[config.mk]
export PLATFORM = sky130hd
export DESIGN_NAME = serial_add_arbiter
export DESIGN_NICKNAME = d
export VERILOG_FILES = /design/src/rtl/serial_add_arbiter.sv
export SDC_FILE = /design/constraint.sdc
export NUM_CORES = 1
export LEC_CHECK = 0
export ABC_AREA = 1
export CORE_AREA = 2 2 56 58
export CTS_CLUSTER_DIAMETER = 50
export DETAILED_ROUTE_END_ITERATION = 8
export DIE_AREA = 0 0 58 60
export GPL_TIMING_DRIVEN = 0
export PLACE_DENSITY = 0.67
export SYNTH_ARGS = -nofsm -noshare
export SYNTH_HDL_FRONTEND = slang
export SYNTH_SLANG_ARGS = --single-unit
[constraint.sdc]
create_clock -name clk -period 2.15 [get_ports clk]
set_clock_uncertainty 0.2 [all_clocks]
set_input_delay 0.645 -clock clk [delete_from_list [all_inputs] [get_ports clk]]
set_output_delay 0.645 -clock clk [all_outputs]
set_load 0.01 [all_outputs]
[src/rtl/serial_add_arbiter.sv]
// serial_add_arbiter: two requesters share one bit-serial adder.
// A job is granted in IDLE (round-robin when both requesters are valid), its
// operands are added LSB first over WIDTH SHIFT cycles, and the result waits
// in DONE until the consumer accepts it.
//
// Ports:
//   clk, reset            clock, asynchronous active-high reset
//   reqN_valid/ready      requester N handshake (ready is combinational)
//   reqN_a, reqN_b        requester N operands
//   res_valid/ready       result handshake
//   res_sum, res_cout     (a+b) mod 2^WIDTH and carry out
//   res_id                requester that owns the result
//   busy                  high whenever the FSM is not in IDLE
module serial_add_arbiter #(
    parameter int unsigned WIDTH = 4
) (
    input  logic             clk,
    input  logic             reset,
    input  logic             req0_valid,
    output logic             req0_ready,
    input  logic [WIDTH-1:0] req0_a,
    input  logic [WIDTH-1:0] req0_b,
    input  logic             req1_valid,
    output logic             req1_ready,
    input  logic [WIDTH-1:0] req1_a,
    input  logic [WIDTH-1:0] req1_b,
    output logic             res_valid,
    input  logic             res_ready,
    output logic [WIDTH-1:0] res_sum,
    output logic             res_cout,
    output logic             res_id,
    output logic             busy
);

    localparam int unsigned CW = (WIDTH > 1) ? $clog2(WIDTH) : 1;
    localparam logic [CW-1:0] LastCnt = CW'(WIDTH - 1);

    typedef enum logic [1:0] {StIdle, StShift, StDone} state_e;

    state_e           state_q, state_d;
    logic [WIDTH-1:0] a_q, b_q, sum_q;
    logic             carry_q;
    logic [CW-1:0]    cnt_q;
    logic             ptr_q;      // requester that wins when both are valid
    logic             job_id_q;   // owner of the job in flight
    logic [WIDTH-1:0] res_sum_q;
    logic             res_cout_q;
    logic             res_id_q;

    logic any_valid, grant_id, accept, bit_sum, bit_carry, last_shift;

    always_comb begin
        any_valid  = req0_valid | req1_valid;
        grant_id   = (req0_valid && req1_valid) ? ptr_q : req1_valid;
        // Gated by reset so neither ready can pulse while reset is held.
        accept     = (state_q == StIdle) && any_valid && !reset;
        bit_sum    = a_q[0] ^ b_q[0] ^ carry_q;
        bit_carry  = (a_q[0] & b_q[0]) | (a_q[0] & carry_q) | (b_q[0] & carry_q);
        last_shift = (state_q == StShift) && (cnt_q == LastCnt);
    end

    // State register
    always_ff @(posedge clk or posedge reset) begin
        if (reset) begin
            state_q <= StIdle;
        end else begin
            state_q <= state_d;
        end
    end

    // Next-state logic
    always_comb begin
        state_d = state_q;
        unique case (state_q)
            StIdle:  if (accept) state_d = StShift;
            StShift: if (last_shift) state_d = StDone;
            StDone:  if (res_ready) state_d = StIdle;
            default: state_d = StIdle;
        endcase
    end

    // Output logic
    always_comb begin
        req0_ready = accept && !grant_id;
        req1_ready = accept && grant_id;
        res_valid  = (state_q == StDone);
        busy       = (state_q != StIdle);
    end

    // Datapath: operand shifters, carry, counter, pointer and result latches
    always_ff @(posedge clk or posedge reset) begin
        if (reset) begin
            a_q        <= '0;
            b_q        <= '0;
            sum_q      <= '0;
            carry_q    <= 1'b0;
            cnt_q      <= '0;
            ptr_q      <= 1'b0;
            job_id_q   <= 1'b0;
            res_sum_q  <= '0;
            res_cout_q <= 1'b0;
            res_id_q   <= 1'b0;
        end else if (accept) begin
            a_q      <= grant_id ? req1_a : req0_a;
            b_q      <= grant_id ? req1_b : req0_b;
            sum_q    <= '0;
            carry_q  <= 1'b0;
            cnt_q    <= '0;
            job_id_q <= grant_id;
            ptr_q    <= ~grant_id;
        end else if (state_q == StShift) begin
            a_q     <= {1'b0, a_q[WIDTH-1:1]};
            b_q     <= {1'b0, b_q[WIDTH-1:1]};
            sum_q   <= {bit_sum, sum_q[WIDTH-1:1]};
            carry_q <= bit_carry;
            cnt_q   <= cnt_q + CW'(1);
            // Result outputs only change when a job completes, so they keep
            // the last finished result while the next job is shifting.
            if (last_shift) begin
                res_sum_q  <= {bit_sum, sum_q[WIDTH-1:1]};
                res_cout_q <= bit_carry;
                res_id_q   <= job_id_q;
            end
        end
    end

    assign res_sum  = res_sum_q;
    assign res_cout = res_cout_q;
    assign res_id   = res_id_q;

endmodule

# After elaboration in Yosys (flattened, before gate mapping)

Cells that the tools add are included.
W data, S select, Z words.

Equal/unequal tests: 6
Bitwise logic cells: 10
Reduce and logical (&&, ||, !) cells: 13
Add/subtract/negate cells: 1
Muxes and demuxes: 17

Operators by type and width:

| cell                  | count |
|---|---|
| $mux W4               | 8 |
| $mux W2               | 5 |
| $logic_and A1 B1 Y1   | 6 |
| $pmux W2 S3           | 1 |
| $reduce_and A3 Y1     | 2 |
| $eq A2 B2 Y1 const B  | 2 |
| $ne A2 B2 Y1 const B  | 2 |
| $reduce_bool A2 Y1    | 2 |
| $and A1 B1 Y1         | 3 |
| $mux W1               | 3 |
| $or A1 B1 Y1          | 3 |
| $add A2 B1 Y2 const B | 1 |
| $eq A2 B1 Y1 const B  | 1 |
| $logic_not A1 Y1      | 2 |
| $logic_not A2 Y1      | 1 |
| $ne A2 B1 Y1 const B  | 1 |
| $not A1 Y1            | 2 |
| $xor A1 B1 Y1         | 2 |

Bits of input ports: 21
Flip-flop bits (word level): 25
Output and inout port bits: 10
Word-level logic and storage cells: 58

# Logic depth before layout (Yosys ltp)

Depth in word-level cells: 5
Gate-level depth with buffers: 9
Depth with buffers taken out: 9

# Least setup slack after synthesis

No wires, ideal clock.

Path type: in2out
Start: input req1_valid
End: output req1_ready
Stages: 6
Arrival: 1236 ps
Path buffers: 2
Required time: 1305 ps
Slack: 69 ps
Path through: buf_6 nor2_2 nor2_4 nand2_4 clkbuf_8 nor2_4

Word-level cells in the longest chain between the ends: 4
Elaborated cells between the ends (all ways): 6
Classes of those cells: mux: 1; bitwise: 1; reduce/logical: 4

Ends and longest elaborated chain:

| item                              | RTL line | text |
|---|---|---|
| start, declared                   | 23       | `input logic req1_valid,` |
| $or A1 B1 Y1                      | 53       | `any_valid = req0_valid \| req1_valid;` |
| $logic_and A1 B1 Y1 (2 in series) | 56       | `accept = (state_q == StIdle) && any_valid && !reset;` |
| $logic_and A1 B1 Y1 *             | 85       | `req1_ready = accept && grant_id;` |
| end, declared                     | 24       | `output logic req1_ready,` |

Every way passes the cells marked *; elsewhere a longest branch is shown, timed or not.

# Final worst setup path

Same ends and word-level chain as after synthesis.

==> impl_metrics.py <==
metrics = {
    "outcome": {
        "outcome": "finished, violations left",
        "violations": "setup timing",
    },
    "timing": {
        "whs_ns": 0.298,
        "setup_viol": 1,
        "worst_pin_slew_ns": 0.877,
        "fmax_mhz": 463,
        "hold_viol": 0,
        "rsz0062_at_grt": "yes",
        "fin_ws_ns": -0.00885,
        "final_max_slew_viol_count": 0,
        "fin_crit_sh": 1.00,
        "relSlewSlack": 0.415,
        "min_period_ns": 2.16,
    },
    "pwr": {
        "ir_worst_vdd_uv": 832,
        "power_density_nw_per_um2": 1230,
        "cellLeakagePower_nw": 0.923,
    },
    "die": {
        "die_w_um": 58,
        "die_y_um": 60,
        "fp-row-count": 20,
        "start_util": 0.425,
        "coreArea_um2": 2900,
        "die-area_um2": 3480,
        "io-pin-count": 31,
    },
    "clocking": {
        "tritoncts": "built",
        "clk_latency_ns": 0.32,
        "clock-root-buffer": "clkbuf_4",
        "path_clk_slew_ns": 0.14,
        "cts_buffers": 3,
        "cts.sinks": 24,
        "ctsHtreeMaxLevel": 1,
        "cts_buffer_depth": 2,
    },
    "drt": {
        "viasPerCell": 4.71,
        "wire_per_inst_um": 12.1,
        "drt_iter0_markers": 29,
        "wirelength_mm": 2.73,
        "num_vias": 1060,
        "drc_errors": 0,
        "postRouteAntennaNets": 0,
        "dr.pass1.iters": 4,
    },
    "logic_synthesis": {
        "yosysWarnings": 0,
        "synth_fp_nets": 172,
        "syn_inst": 149,
        "ys_ff_latch": 24,
        "synth-main-ff-cell": "dfrtp_1",
        "post-synth-top-area-fraction": 0.487,
        "ys_types": 23,
        "synth_common_cells": "nand2_1, dfrtp_1, inv_1",
        "synthArstFlopShare": 1.00,
        "ys_top_cells_by_area": "dfrtp_1, nand2_1, inv_1",
        "avgSynthCellArea_um2": 8.27,
        "synthMostInstantiatedCell": "nand2_1",
        "ys_seq_area_frac": 0.487,
        "yosysTopAreaCell": "dfrtp_1",
        "syn_area_um2": 1230,
        "synth_edf_count": 0,
    },
    "grt": {
        "grt_overflow": 0,
        "grt.busiest_layer": "met2",
        "antenna_found_initial": 0,
        "grtUsageMet3": 0.0260,
        "grtUsageTotal": 0.176,
        "grt_max_degree": 25,
        "met1_usage": 0.212,
        "first_global_vias": 1063,
        "met2_usage": 0.312,
        "grt_pass1_wl_mm": 4.65,
    },
    "layout": {
        "fill_cells": 262,
        "finish.net_count": 216,
        "seqCellArea_um2": 601,
        "multiInputGateArea_um2": 536,
        "drive_gt1_frac": 0.208,
        "final_util": 0.594,
        "num_antenna_cells": 0,
        "area_delta_synth_final_pct": 39.9,
    },
    "critical_path": {
        "start_kind": "primary input",
        "r2r_end": "cnt_q[1]$_DFFE_PP0P_",
        "path_max_fanout": 9,
        "r2r_cells": 11,
        "rrSetupSlack_ns": 0.51,
        "setup.worst_path.end_class": "output port",
        "required_ns": 1.30,
        "cp.arrival_ns": 1.31,
        "crit_type": "in2out",
        "reg2reg_from": "state_q[0]$_DFFE_PP0P_",
    },
    "placed_design": {
        "numPortBuffers": 29,
        "dp_hpwl_mm": 1.97,
        "routabilityCongestion": 0.728,
        "dp_slack_ns": -1.02,
    },
    "min_path": {
        "hold_depth": 2,
        "hold_path_startpoint": "res_sum[2]$_DFFE_PP0P_",
        "hold_class": "reg2reg",
        "min_to": "res_sum[2]$_DFFE_PP0P_",
    },
    "job": {
        "drv_cap": 0,
    },
}
cells by family after synthesis:
family / count (synthesis) / synth area share
AOI/OAI and AO/OA: 15 / 0.0782
and+or+nand+nor: 84 / 0.295
adders and majority gates: 2 / 0.0264
buffers and inverters: 22 / 0.0964
DFF: 24 / 0.487
xor gates and xnor gates: 1 / 0.00711
muxes: 1 / 0.00914
worst max-delay path by stage:
stage                            end                    from  slack [ns]
final                     req1_ready              req1_valid      -0.009
after global routing      req1_ready  state_q[0]$_DFFE_PP0P_       -0.07
after CTS                 req1_ready              req1_valid       -0.04
after detailed placement  req1_ready              req0_valid       -1.02
after global placement    req1_ready              req0_valid       -0.97
after floorplan           req1_ready              req1_valid        0.07
worst max-delay path: stages:
cell       delay, ns
buf_12          0.11
nor2_4          0.04
nor2_4          0.11
nand2_4         0.08
clkbuf_16       0.15
nor2_4          0.08
buf_6           0.11
area by class of cell:
class / count / share of cell area
tap: 33 / 0.0239
timing repair buffer: 39 / 0.206
sequential: 24 / 0.348
inverter: 18 / 0.0406
clock buffer: 3 / 0.0131
clock inverter: 1 / 0.0174
buffer: 4 / 0.0399
multi-input combinational: 103 / 0.311
registers in the layout, summed over array words and instances, names as in the netlist:
name	count
sum_q	3
ptr_q	1
b_q	4
cnt_q	2
res_cout	1
res_sum	4
a_q	4
job_id_q	1
carry_q	1
res_id	1
state_q	2
layer usage:
metal,vias to the layer above,wire length [um]
li1,542,-
met1,497,1180
met2,17,1440
met3,4,77
met4,0,35
met5,-,0
cell usage in the layout (no fill, tap or decap), drive strengths merged, types with 5 or more instances in the layout:
cell type      instances
a21oi                  8
buf                   16
clkbuf                 5
clkdlybuf4s50         23
dfrtp                 24
inv                   18
nand2                 65
nand3                  9
nor2                  10
o21ai                  6
through the flow:
step | instances | instance area [um^2] | setup TNS, ns | power, mW
after floorplan | 149 | 1230 | 0 | 1.38
after global placement | 211 | 1560 | -2.20 | 1.66
after detailed placement | 211 | 1560 | -2.75 | 1.70
after CTS | 222 | 1700 | -0.0381 | 2.10
after global routing | 225 | 1720 | -0.0804 | 2.30
final | 225 | 1720 | -0.00885 | 2.12
what timing repair did:
action | CTS | global route
pin swaps | 4 | 1
cloned | 0 | 0
resized for setup | 28 | 1
hold buffers | 0 | 0
setup buffers | 7 | 3
endpoints found under the setup margin | 4 | 2
report_power, final:
part	total [mW]	switching (mW)	leakage (nW)	internal (mW)
Sequential	0.730	0.0992	0.310	0.630
Combinational	1.06	0.563	0.586	0.492
Clock	0.334	0.145	0.0279	0.189
Total	2.12	0.807	0.923	1.31
No activity file was read; power rests on OpenSTA's default activity.
